[src/rtl/qrng_uart_tx.sv]
// qrng_uart_tx: buffers random bytes from the extractor in a small FIFO and
// sends them on a UART line, 8N1 by default.
// Optional feature macro: QRNG_UART_TX_PARITY_EN (adds an even-parity bit, 8E1).
module qrng_uart_tx #(
    parameter int unsigned CLK_DIV    = 434,
    parameter int unsigned FIFO_DEPTH = 4
) (
    input  logic       CLK,
    input  logic       RST,
    input  logic [7:0] DATA,
    input  logic       VALID,
    output logic       READY,
    output logic       TXD,
    output logic       BUSY
);

    localparam int unsigned PW = (FIFO_DEPTH > 1) ? $clog2(FIFO_DEPTH) : 1;
    localparam int unsigned CW = PW + 1;
    localparam logic [CW-1:0] DEPTH_C   = CW'(FIFO_DEPTH);
    localparam logic [15:0]   BAUD_LAST = 16'(CLK_DIV - 1);

`ifdef QRNG_UART_TX_PARITY_EN
    typedef enum logic [2:0] {
        ST_IDLE   = 3'd0,
        ST_START  = 3'd1,
        ST_DATA   = 3'd2,
        ST_PARITY = 3'd3,
        ST_STOP   = 3'd4
    } state_t;
`else
    typedef enum logic [2:0] {
        ST_IDLE  = 3'd0,
        ST_START = 3'd1,
        ST_DATA  = 3'd2,
        ST_STOP  = 3'd4
    } state_t;
`endif

    // FIFO storage and pointers
    logic [7:0]    mem [FIFO_DEPTH];
    logic [PW-1:0] wr_ptr;
    logic [PW-1:0] rd_ptr;
    logic [CW-1:0] count;
    logic          push;
    logic          pop;
    logic          fifo_nempty;

    // transmitter
    state_t        state;
    state_t        state_nxt;
    logic [15:0]   baud_cnt;
    logic          bit_end;
    logic [2:0]    bit_idx;
    logic [7:0]    shreg;
    logic          line_lvl;
    logic          txd_q;
    logic          line_active;
`ifdef QRNG_UART_TX_PARITY_EN
    logic          par_q;
`endif

    // READY depends only on the registered occupancy
    assign READY       = (count < DEPTH_C);
    assign push        = VALID && READY && !RST;
    assign fifo_nempty = (count != '0);
    assign bit_end     = (baud_cnt == BAUD_LAST);
    assign TXD         = txd_q;
    // line_active covers the cycle where TXD still shows the stop bit after the FSM went idle
    assign BUSY        = (state != ST_IDLE) || fifo_nempty || line_active;

    // FIFO data write (storage needs no reset; occupancy gates its use)
    always_ff @(posedge CLK) begin
        if (push) begin
            mem[wr_ptr] <= DATA;
        end
    end

    // FIFO pointers and occupancy
    always_ff @(posedge CLK) begin
        if (RST) begin
            wr_ptr <= '0;
            rd_ptr <= '0;
            count  <= '0;
        end else begin
            if (push) begin
                wr_ptr <= wr_ptr + 1'b1;
            end
            if (pop) begin
                rd_ptr <= rd_ptr + 1'b1;
            end
            case ({push, pop})
                2'b10:   count <= count + 1'b1;
                2'b01:   count <= count - 1'b1;
                default: count <= count;
            endcase
        end
    end

    // FSM state register
    always_ff @(posedge CLK) begin
        if (RST) begin
            state <= ST_IDLE;
        end else begin
            state <= state_nxt;
        end
    end

    // FSM next state, FIFO pop request and line level for the current bit
    always_comb begin
        state_nxt = state;
        pop       = 1'b0;
        line_lvl  = 1'b1;
        case (state)
            ST_IDLE: begin
                line_lvl = 1'b1;
                if (fifo_nempty) begin
                    pop       = 1'b1;
                    state_nxt = ST_START;
                end
            end
            ST_START: begin
                line_lvl = 1'b0;
                if (bit_end) begin
                    state_nxt = ST_DATA;
                end
            end
            ST_DATA: begin
                line_lvl = shreg[0];
                if (bit_end && (bit_idx == 3'd7)) begin
`ifdef QRNG_UART_TX_PARITY_EN
                    state_nxt = ST_PARITY;
`else
                    state_nxt = ST_STOP;
`endif
                end
            end
`ifdef QRNG_UART_TX_PARITY_EN
            ST_PARITY: begin
                line_lvl = par_q;
                if (bit_end) begin
                    state_nxt = ST_STOP;
                end
            end
`endif
            ST_STOP: begin
                line_lvl = 1'b1;
                if (bit_end) begin
                    if (fifo_nempty) begin
                        pop       = 1'b1;
                        state_nxt = ST_START;
                    end else begin
                        state_nxt = ST_IDLE;
                    end
                end
            end
            default: begin
                state_nxt = ST_IDLE;
            end
        endcase
    end

    // baud timing, bit shifting and registered serial output
    always_ff @(posedge CLK) begin
        if (RST) begin
            txd_q       <= 1'b1;
            line_active <= 1'b0;
            baud_cnt    <= '0;
            bit_idx     <= '0;
            shreg       <= '0;
`ifdef QRNG_UART_TX_PARITY_EN
            par_q       <= 1'b0;
`endif
        end else begin
            txd_q       <= line_lvl;
            line_active <= (state != ST_IDLE);
            if (pop) begin
                shreg    <= mem[rd_ptr];
                baud_cnt <= '0;
                bit_idx  <= '0;
`ifdef QRNG_UART_TX_PARITY_EN
                par_q    <= ^mem[rd_ptr];
`endif
            end else if (state != ST_IDLE) begin
                if (bit_end) begin
                    baud_cnt <= '0;
                    if (state == ST_DATA) begin
                        shreg   <= {1'b0, shreg[7:1]};
                        bit_idx <= bit_idx + 1'b1;
                    end
                end else begin
                    baud_cnt <= baud_cnt + 1'b1;
                end
            end
        end
    end

endmodule

[config.mk]
export PLATFORM = sky130hd
export DESIGN_NAME = qrng_uart_tx
export DESIGN_NICKNAME = d
export VERILOG_FILES = /design/src/rtl/qrng_uart_tx.sv
export SDC_FILE = /design/constraint.sdc
export NUM_CORES = 1
export LEC_CHECK = 0
export CORE_MARGIN = 5
export CORE_UTILIZATION = 50
export DETAILED_ROUTE_END_ITERATION = 7
export GPL_ROUTABILITY_DRIVEN = 0
export PLACE_DENSITY_LB_ADDON = 0.15
export SYNTH_ARGS = -nofsm -noshare
export SYNTH_HDL_FRONTEND = slang
export SYNTH_SLANG_ARGS = --single-unit
export TNS_END_PERCENT = 50
[constraint.sdc]
create_clock -name CLK -period 2.65 [get_ports CLK]
set_input_delay 0.3975 -clock CLK [delete_from_list [all_inputs] [get_ports CLK]]
set_output_delay 0.3975 -clock CLK [all_outputs]
set_load 0.05 [all_outputs]
==> flow_summary.ini <==
[global_route]
gr-total-overflow = 0
grt_max_degree = 21
grt_pass1_vias = 2166
antenna_found_initial = 0
grt_pass1_wl_um = 10300
track_usage = 0.157

[sta]
finClkSkew_ns = 0.0165
whs_ns = 0.476
min_period_ns = 2.46
hold_violations = 0
setup_viol = 0
slew_headroom = 0.619
worst_pin_slew_ns = 0.566
slew_violations = 0
fmax_ghz = 0.407
rsz0062_at_grt = yes
period_share = 0.927

[setup_path]
crit-reg2reg-launch = baud_cnt[1]
critical_path_required_ns = 2.93
crit_end = count[2]
criticalPathCategory = flip-flop to flip-flop
cp.arrival_ns = 2.73
reg2reg_depth = 11
cp-startpoint = baud_cnt[1]
r2r_end = count[2]
worstSetupEndpointType = flip-flop
crit_fanout = 3
start_kind = flip-flop
reg2reg_slack_ns = 0.19

[synthesis]
yosys_warnings = 0
synth_cells = 287
syn_area_um2 = 3290
synth.distinct_cells = 45
synth-async-reset-ratio = 0
synth_fp_nets = 308
synth-edff-count = 32
syn_avg_cell_area_um2 = 11.5
synthFlopType = dfxtp_1
yosys_register_bits = 73
seq_area_frac_synth = 0.542

[clock_tree]
cts_made_buffers = 9
holdBufCountCts = 0
cts_tree = yes
cts_sinks = 73
clockRootBuffer = clkbuf_8
worstSkewPairLatency_ns = 0.34
htreeDepth = 3
cts.clk_slew.worst_paths_ns = 0.08
clk_path_buf_depth = 2

[placed_design]
placed_area_um2 = 3550
io_buffers = 13
dpl.hpwl_um = 4220

[die]
rows = 29
die_area_um2 = 8300
die_h_um = 91.1
core_area_um2 = 6390
ioPinCount = 14
start_util = 0.515
die_x_um = 91.1

[power_and_ir_drop]
ir_drop_mv = 0.611
power_mw = 3.22
power_density_nw_per_um2 = 860
leakagePower_nw = 1.25

[run_status]
status = finished, final reports clean

[routing]
highest_layer = met4
dr.pass1.iters = 4
dr_total_vias = 2220
via_per_inst = 5.68
wl_per_cell_um = 15.7
drc = 0
wl_met1_um = 2880
initialDrtViolationCount = 119
wl_um = 6130
wl_met3_um = 153
ant_nets = 0
met2_length_um = 3000

[finish]
final_util = 0.586
diodes = 0
finalNetCount = 330
drive_above_1_share = 0.156
syn_to_final_growth_pct = 13.8
finalInstanceArea_um2 = 3740

[job]
drv_cap = 0

[min_path]
worstHoldPathType = flip-flop to flip-flop
-- placed cells by master, fill, tap and decap left out, drive strengths merged, types with 12 or more instances in the layout --
cell | synthesis | final
a21oi | 15 | 15
buf | 4 | 14
clkbuf | 12 | 14
clkdlybuf4s50 | 0 | 12
dfxtp | 41 | 41
edfxtp | 32 | 32
inv | 21 | 21
nand2 | 12 | 12
nor2 | 20 | 20
nor3 | 18 | 18
-- layer usage --
metal	up-vias	GRT usage
li1	1101	-
met1	1085	0.202
met2	24	0.255
met3	10	0.0322
met4	0	0.0697
met5	-	0
-- critical path, cell delays in order (launching register included) --
cell,delay [ns]
dfxtp_1,0.31
inv_1,0.05
ha_1,0.12
nor3b_2,0.24
a41oi_1,0.22
nor2_1,0.20
ha_1,0.21
inv_1,0.06
fa_1,0.37
xor2_1,0.16
or3_1,0.30
a21oi_1,0.15
-- power by group --
part           switching (mW)  internal [mW]
Sequential             0.0939           1.31
Combinational           0.542          0.421
Clock                   0.390          0.465
-- per-stage QoR --
step	TNS (ns)	cells	worst slack (ns)
final	0	391	0.194
after global routing	-0.0203	391	-0.0203
after CTS	0	391	0.0213
after detailed placement	0	375	0.111
after global placement	0	375	0.203
after floorplan	0	287	0.0460
-- how the worst min path moves through the flow --
| stage | startpoint | to | slack, ns | cells after the start |
|---|---|---|---|---|
| 2_1_floorplan | shreg[1] | shreg[1] | 0.45 | 2 |
| 3_3_place_gp | shreg[4] | shreg[4] | 0.46 | 2 |
| 3_5_place_dp | shreg[5] | shreg[5] | 0.47 | 2 |
| 4_1_cts | shreg[5] | shreg[5] | 0.48 | 2 |
| 5_1_grt | shreg[4] | shreg[4] | 0.50 | 2 |
| 6_report | shreg[1] | shreg[1] | 0.48 | 2 |
-- state kept, by name, indices dropped and copies added (netlist names), named ones only --
register	flops
mem	32
baud_cnt	16
shreg	8
bit_idx	3
count	3
state	3
rd_ptr	2
wr_ptr	2
TXD	1
line_active	1
-- what timing repair did --
action,CTS,global route
resized for setup,0,1
buffers inserted,0,0
endpoints found under the setup margin,0,2
-- Yosys cell counts (6+ instances only) --
cell / instances / area [µm²]
xnor2_1: 8 / 70.1
clkbuf_1: 11 / 41.3
ha_1: 9 / 113
dfxtp_1: 41 / 821
or3_1: 8 / 50.1
a2111oi_2: 7 / 105
o31ai_1: 7 / 52.6
mux4_2: 8 / 180
o21ai_0: 7 / 35.0
inv_1: 21 / 78.8
nor2_1: 20 / 75.1
xor2_1: 6 / 52.6
edfxtp_1: 32 / 961
nand3_1: 7 / 35.0
a21oi_1: 15 / 75.1
nor3_1: 17 / 85.1
nand2_1: 12 / 45.0
-- layout make-up --
| class | count | area (µm²) |
|---|---|---|
| flip-flops and latches | 73 | 1780 |
| clock inverters | 2 | 38.8 |
| fillers | 536 | 2640 |
| clock buffers | 14 | 153 |
| inverters | 21 | 78.8 |
| multi-input cells | 177 | 1360 |
| repair buffers | 27 | 238 |
| well taps | 77 | 96.3 |
-- cells by family (layout without fill, tap and decap cells) --
logic type,count (synthesis),in the layout,synth area share
compound gates,44,44,0.100
fa+ha+maj,11,11,0.0437
xor+xnor,14,14,0.0373
mux,9,9,0.0578
flops,73,73,0.542
simple gates,99,99,0.173
buf+inv,37,64,0.0460
Note: power is estimated with default switching activity, not from simulation.
